File: src/rtl/guvm_feeder_pkg.sv
// Shared types and constants for the GUVM instruction feeder.
package guvm_feeder_pkg;

  // Response FSM: IDLE = nothing outstanding, RESP = one response due this cycle
  typedef enum logic {
    IDLE = 1'b0,
    RESP = 1'b1
  } feeder_state_e;

  // RISC-V canonical NOP (addi x0, x0, 0), returned when filling an empty FIFO
  localparam logic [31:0] RV_NOP = 32'h0000_0013;

endpackage

File: src/rtl/guvm_sync_fifo.sv
// Synchronous FIFO with flush. DEPTH must be a power of two so the
// extra pointer MSB distinguishes full from empty.
module guvm_sync_fifo
  import guvm_feeder_pkg::*;
#(
  parameter int WIDTH = 32,
  parameter int DEPTH = 16
) (
  input  logic                     clk_i,
  input  logic                     rst_i,
  input  logic                     push_i,
  input  logic [WIDTH-1:0]         push_data_i,
  input  logic                     pop_i,
  input  logic                     flush_i,
  output logic [WIDTH-1:0]         head_o,
  output logic                     full_o,
  output logic                     empty_o,
  output logic [$clog2(DEPTH):0]   level_o
);

  localparam int AW = $clog2(DEPTH);

  logic [WIDTH-1:0] mem [DEPTH];
  logic [AW:0]      wr_ptr;
  logic [AW:0]      rd_ptr;

  assign level_o = wr_ptr - rd_ptr;
  assign full_o  = (level_o == (AW+1)'(DEPTH));
  assign empty_o = (level_o == '0);
  assign head_o  = mem[rd_ptr[AW-1:0]];

  // Pointer update; flush discards everything and ignores a same-cycle push/pop
  always_ff @(posedge clk_i) begin
    if (rst_i || flush_i) begin
      wr_ptr <= '0;
      rd_ptr <= '0;
    end else begin
      if (push_i && !full_o)
        wr_ptr <= wr_ptr + (AW+1)'(1);
      if (pop_i && !empty_o)
        rd_ptr <= rd_ptr + (AW+1)'(1);
    end
  end

  // Storage write; contents need no reset since pointers define validity
  always_ff @(posedge clk_i) begin
    if (push_i && !full_o && !flush_i)
      mem[wr_ptr[AW-1:0]] <= push_data_i;
  end

endmodule

File: src/rtl/guvm_instr_feeder.sv
// Instruction-memory responder for the RISCY fetch port: bench-fed FIFO,
// grant/rvalid handshake with one-cycle response latency, fetch/stall counters.
// Optional feature macro: GUVM_FEEDER_NOP_FILL_EN (grant on empty FIFO, return NOP).
module guvm_instr_feeder
  import guvm_feeder_pkg::*;
#(
  parameter int          DEPTH      = 16,
  parameter int          CNT_W      = 32,
  parameter logic [31:0] RESET_ADDR = 32'h0
) (
  input  logic                      clk_i,
  input  logic                      rst_i,
  input  logic                      push_valid_i,
  input  logic [31:0]               push_data_i,
  output logic                      push_ready_o,
  input  logic                      flush_i,
  input  logic                      instr_req_i,
  input  logic [31:0]               instr_addr_i,
  output logic                      instr_gnt_o,
  output logic                      instr_rvalid_o,
  output logic [31:0]               instr_rdata_o,
  output logic [$clog2(DEPTH):0]    level_o,
  output logic [31:0]               last_addr_o,
  output logic [CNT_W-1:0]          fetch_cnt_o,
  output logic [CNT_W-1:0]          stall_cnt_o
);

  logic          fifo_full;
  logic          fifo_empty;
  logic [31:0]   fifo_head;
  logic          push_en;
  logic          pop_en;
  logic          gnt;
  logic [31:0]   rdata_nxt;
  feeder_state_e state_p1;
  logic [31:0]   rdata_p1;

`ifdef GUVM_FEEDER_NOP_FILL_EN
  // Never stall: an empty FIFO is answered with a NOP instead of a withheld grant
  assign gnt       = instr_req_i & ~flush_i & ~rst_i;
  assign pop_en    = gnt & ~fifo_empty;
  assign rdata_nxt = fifo_empty ? RV_NOP : fifo_head;
`else
  assign gnt       = instr_req_i & ~fifo_empty & ~flush_i & ~rst_i;
  assign pop_en    = gnt;
  assign rdata_nxt = fifo_head;
`endif

  // Ready depends only on full, so a full FIFO refuses a push even while popping
  assign push_ready_o   = ~fifo_full;
  assign push_en        = push_valid_i & ~fifo_full;
  assign instr_gnt_o    = gnt;
  // Reset in the response cycle cancels the pending delivery
  assign instr_rvalid_o = (state_p1 == RESP) & ~rst_i;
  assign instr_rdata_o  = rdata_p1;

  guvm_sync_fifo #(
    .WIDTH (32),
    .DEPTH (DEPTH)
  ) u_fifo (
    .clk_i       (clk_i),
    .rst_i       (rst_i),
    .push_i      (push_en),
    .push_data_i (push_data_i),
    .pop_i       (pop_en),
    .flush_i     (flush_i),
    .head_o      (fifo_head),
    .full_o      (fifo_full),
    .empty_o     (fifo_empty),
    .level_o     (level_o)
  );

  // ---- stage p0 -> p1: grant registers the response for the next cycle ----

  // Response FSM: each grant produces exactly one rvalid cycle after it
  always_ff @(posedge clk_i) begin
    if (rst_i)
      state_p1 <= IDLE;
    else
      state_p1 <= gnt ? RESP : IDLE;
  end

  // Response data and fetch address capture; both hold between grants
  always_ff @(posedge clk_i) begin
    if (rst_i) begin
      rdata_p1    <= '0;
      last_addr_o <= RESET_ADDR;
    end else if (gnt) begin
      rdata_p1    <= rdata_nxt;
      last_addr_o <= instr_addr_i;
    end
  end

  // Fetch and stall counters, wrapping modulo 2^CNT_W
  always_ff @(posedge clk_i) begin
    if (rst_i) begin
      fetch_cnt_o <= '0;
      stall_cnt_o <= '0;
    end else begin
      if (gnt)
        fetch_cnt_o <= fetch_cnt_o + CNT_W'(1);
      if (instr_req_i && !gnt)
        stall_cnt_o <= stall_cnt_o + CNT_W'(1);
    end
  end

endmodule

File: config.mk
export PLATFORM = sky130hd
export DESIGN_NAME = guvm_instr_feeder
export DESIGN_NICKNAME = d
export VERILOG_FILES = /design/src/rtl/guvm_feeder_pkg.sv /design/src/rtl/guvm_sync_fifo.sv /design/src/rtl/guvm_instr_feeder.sv
export SDC_FILE = /design/constraint.sdc
export NUM_CORES = 1
export LEC_CHECK = 0
export CORE_MARGIN = 8
export CORE_UTILIZATION = 38
export CTS_BUF_LIST = sky130_fd_sc_hd__clkbuf_4 sky130_fd_sc_hd__clkbuf_8
export DETAILED_ROUTE_END_ITERATION = 10
export DONT_BUFFER_PORTS = 1
export MAX_ROUTING_LAYER = met4
export PLACE_DENSITY = 0.51
export SYNTH_ARGS = -nofsm -noshare
export SYNTH_HDL_FRONTEND = slang
export SYNTH_HIERARCHICAL = 1
export SYNTH_SLANG_ARGS = --single-unit
File: constraint.sdc
create_clock -name clk_i -period 10.8 [get_ports clk_i]
set_input_delay 2.7 -clock clk_i [delete_from_list [all_inputs] [get_ports clk_i]]
set_output_delay 2.7 -clock clk_i [all_outputs]
set_load 0.005 [all_outputs]
Yosys cells after proc, flatten, opt, wreduce, memory -nomap -nowiden
Memory sizes are Yosys's and may differ from the RTL's. A register that Yosys moved wholly into a read port is not among the register bits.
Cells that the tools add are included.
- bits in read-only memories: 0
- register bits: 107
- bits of input ports: 69
- output and inout port bits: 136
- memories kept: 1
- latch bits: 0
- RAM bits: 512
- order comparisons: 0
- $add $sub $neg: 5
- divide/modulo/power cells: 0
- mux-type cells: 3
- equality and inequality tests: 1
- shifts and indexed selects: 0
- bitwise logic cells: 9
- $mul: 0
- reductions and logical operators: 10
- memories (name ; depth ; width ; rd ports ; clocked after Yosys merged registers in ; wr ports ; RTL line ; source):
    u_fifo.mem ; 16 ; 32 ; 1 ; 1 ; 1 ; guvm_sync_fifo.sv:23 ; logic [WIDTH-1:0] mem [DEPTH];
- operators by type and width (operator ; count):
    $add 32x1->32 const B ; 2
    $add 5x1->5 const B ; 2
    $and 1x1->1 ; 5
    $eq 5x5->1 const B ; 1
    $logic_not 5->1 ; 1
    $sub 5x5->5 ; 1
    $logic_and 1x1->1 ; 4
    $logic_not 1->1 ; 4
    $not 1->1 ; 4
    $mux 1 ; 3
    $logic_or 1x1->1 ; 1

Depth between registers and ports, before layout
- depth in word-level cells: 8
- mapped depth: 15

Hierarchy
The synthesis kept the hierarchy.
- by module, submodules not included (module ; seq. area each (um^2) ; cells each ; area each (um^2) ; instances):
    guvm_sync_fifo ; 15655.0 ; 824 ; 20198.1 ; 1
    guvm_instr_feeder ; 2582.5 ; 647 ; 5441.5 ; 1

Worst setup path after synthesis
No wires, ideal clock.
- path kind: input -> register
- start point: input push_valid_i
- end point: memory u_fifo.mem[0][0], enable pin
- setup slack: 4.097 ns
- path buffers: 1
- cell stages on the path: 4
- arrival: 6.202 ns
- data required time: 10.299 ns
- setup time: 0.501 ns
- path through: nor2b_1 -> nand2b_1 -> buf_6 -> nor4_1
- longest elaborated chain between the ends: 5
- ends and longest elaborated chain (what ; RTL line ; source):
    from (decl) ; guvm_instr_feeder.sv:13 ; input logic push_valid_i,
    $and 1x1->1 ; guvm_instr_feeder.sv:51 ; assign push_en = push_valid_i & ~fifo_full;
    $logic_and 1x1->1 (2 in series) ; guvm_sync_fifo.sv:47 ; if (push_i && !full_o && !flush_i)
    $mux 1 ; guvm_sync_fifo.sv:47 ;
    $mux 1 (implied by the code) ; guvm_sync_fifo.sv:48 ; mem[wr_ptr[AW-1:0]] <= push_data_i;
    to (decl) ; guvm_sync_fifo.sv:23 ;
No other way between the ends.

Worst setup path after layout
- start point: input rst_i
- end point: output instr_gnt_o
- longest elaborated chain between the ends: 2
- ends and longest elaborated chain (what ; RTL line ; source):
    from (decl) ; guvm_instr_feeder.sv:12 ; input logic rst_i,
    $not 1->1 ; guvm_instr_feeder.sv:44 ; assign gnt = instr_req_i & ~fifo_empty & ~flush_i & ~rst_i;
    $and 1x1->1 ; guvm_instr_feeder.sv:44 ;
    to (decl) ; guvm_instr_feeder.sv:19 ; output logic instr_gnt_o,
No other way between the ends.

==> impl_metrics.csv <==
group,metric,value,unit
timing,worst_pin_slew,1.19,ns
route,vias,13600,
synthesis,ys_seq_area_frac,0.711,
clock_network,cts.sinks,655,
global_routing,grt_max_degree,140,
timing,layout_min_cycle_time,6.68,ns
setup_path,max_stage_delay,0.72,ns
synthesis,synth_top_cell_by_area,"edfxtp_1",
timing,skew,0.0168,ns
synthesis,ys.flop_type,"edfxtp_1",
min_path,min_from,"last_addr_o[24]",
synthesis,synth_area_per_cell,17.4,um2
timing,final_hold_viol_count,0,
layout,fin_area,29100,um2
global_routing,gr-total-overflow,0,
timing,rsz0062_at_grt,"no",
route,via_per_inst,5.43,
synthesis,ys_types,49,
setup_path,cp-start-kind,"input pin",
global_routing,grt_pass1_vias,13900,
power_and_ir_drop,powerDensity,178,nW/um2
clock_network,cts.clk_slew.worst_paths,0.06,ns
route,wl_per_cell,24.8,um
min_path,holdPathEnd,"last_addr_o[24]",
setup_path,critPathMaxFanout,139,
setup_path,reg2reg_from,"u_fifo/wr_ptr[0]",
setup_path,worst_path_dominant_cell_family,"simple AND/OR/NAND/NOR gates",
global_routing,grt_pass1_wl,90.8,mm
timing,setup_viol,0,
setup_path,crit_slowest_cell,"or4b_4",
synthesis,synth_top_area_share,0.600,
setup_path,worst-r2r-setup-slack,6.29,ns
setup_path,crit_buf_inv,1,
placed_design,portBuffers,0,
setup_path,required,8.10,ns
layout,area_growth,13.4,%
synthesis,syn_area,25600,um2
min_path,hold_path_depth,2,
power_and_ir_drop,p_leak,9.16,nW
floorplanning,die_h,276,um
setup_path,cp.depth,2,
route,antenna_left,0,
timing,relSlewSlack,0.206,
route,drt_wl_total,62.0,mm
route,dr.first_iter.drc_count,1040,
synthesis,synth_top_cells_by_count,"512 x edfxtp_1, 160 x mux4_2, 155 x nand2_1, 143 x dfxtp_1, 69 x nand3b_1",
timing,fin_hold_ws,0.492,ns
job,max_cap_viol_count,0,
setup_path,crit_chain,"or4b_4 > clkinv_2",
route,dr.pass1.iters,6,
global_routing,grt_use_total,0.166,
timing,fin_crit_sh,0.618,
outcome,status,"finished, final reports clean",
setup_path,arrival,3.98,ns
clock_network,cts_buffers,110,
clock_network,clock-root-buffer,"clkbuf_8",
floorplanning,core_area,67000,um2
synthesis,ys_warn_count,6,
setup_path,ff2ff_path_depth,13,
timing,fmax,150,MHz
placed_design,placed_cell_area,26600,um2
placed_design,gp_congestion,0.787,
layout,drive_above_1_share,0.256,
clock_network,cts_tree,"yes",
placed_design,hpwl,32.7,mm
clock_network,cts.path.max_buffers,3,
clock_network,hold_buffers,0,
clock_network,cts.repair_timing.setup_buffer_count,0,
setup_path,end_kind,"primary output",
clock_network,cts_resized,0,
floorplanning,num_rows,95,
synthesis,yosys-top-cells-area,"edfxtp_1 60%, mux4_2 14%, dfxtp_1 11%",
floorplanning,start_util,0.382,
min_path,hold_path.class,"reg2reg",
clock_network,clk-insertion-delay-late,0.71,ns
floorplanning,dieWidth,276,um
timing,drv_slew,0,
global_routing,antenna_found_initial,1,
synthesis,synthCells,1471,
synthesis,synth.most_common_cell,"edfxtp_1",
setup_path,critPathKind,"in2out",
synthesis,synth_seq_cells,655,
floorplanning,dieArea,76000,um2
synthesis,async_reset_ff_frac,0,
timing,setup_tns,0,ns
layout,final_nets,1606,
synthesis,synth_edf_count,512,
synthesis,syn-num-nets,1552,
layout,fillers,5847,
floorplanning,io_pins,205,
power_and_ir_drop,ir_drop,0.0000769,V
clock_network,htree_levels,3,
route,drc,0,
==> area by class of cell <==
cell class | count | area, um2 | area share
Tap cell | 873 | 1090 | 0.0376
Inverter | 20 | 76.3 | 0.00262
Antenna cell | 2 | 5.00 | 0.000172
Sequential cell | 655 | 18200 | 0.627
Multi-Input combinational cell | 712 | 7000 | 0.241
Clock inverter | 40 | 413 | 0.0142
Clock buffer | 170 | 2040 | 0.0701
Timing Repair Buffer | 26 | 208 | 0.00714
==> per-layer routing <==
metal / track usage / wire, um
met2: 0.268 / 30200
met5: - / 0
met4: 0.0466 / 946
met3: 0.0489 / 5070
met1: 0.203 / 25800
==> through the flow <==
stage	worst slack (ns)	power, mW	cells	util
floorplan	4.10	2.83	1471	-
global placement	4.11	2.84	2286	0.397
detailed placement	4.09	2.84	2286	0.397
CTS	4.09	5.25	2496	0.434
global route	4.03	5.36	2498	0.434
finish	4.12	5.17	2498	0.434
==> registers in the layout, summed over array words and instances, names as in the netlist, named ones only <==
register and count:
last_addr_o 32, u_fifo/wr_ptr 5, fetch_cnt_o 32, state_p1 1, stall_cnt_o 32, u_fifo/mem 512
u_fifo/rd_ptr 5, instr_rdata_o 32
==> kinds of logic after synthesis <==
kind of cell,Yosys count,share of synthesized area
DFF,655,0.711
AOI/OAI and AO/OA,107,0.0249
xor gates and xnor gates,21,0.00717
adders and majority gates,12,0.00615
and+or+nand+nor,405,0.0874
muxes,167,0.143
buffers and inverters,104,0.0196
==> cell usage in the layout (no fill, tap or decap), types with 11 or more instances in the layout <==
master	Yosys	final
a21oi_1	52	52
buf_4	12	25
clkbuf_4	0	48
clkbuf_8	0	122
clkinv_1	0	15
dfxtp_1	143	139
edfxtp_1	512	512
ha_1	11	11
inv_1	19	19
mux4_2	160	160
nand2_1	155	155
nand3_1	24	24
nand3b_1	69	69
nand4_1	19	19
nor2_1	27	27
o21ai_0	23	23
o31ai_1	25	25
or3_1	20	20
or4_1	32	32
xor2_1	12	12
==> power breakdown <==
part           total, mW  internal [mW]  switching [mW]
logic             0.0496         0.0220          0.0276
registers           2.74           2.73         0.00894
clock network       2.38           1.38            1.00
==> worst max-delay path by stage <==
stage                     slack (ns)                to             start
after CTS                       4.09       instr_gnt_o             rst_i
final                           4.12       instr_gnt_o             rst_i
after global placement          4.11       instr_gnt_o             rst_i
after detailed placement        4.09       instr_gnt_o             rst_i
after floorplan                 4.10  u_fifo/mem[0][0]      push_valid_i
after global routing            4.03       instr_gnt_o  u_fifo/wr_ptr[0]
(Power assumes the default switching activity.)
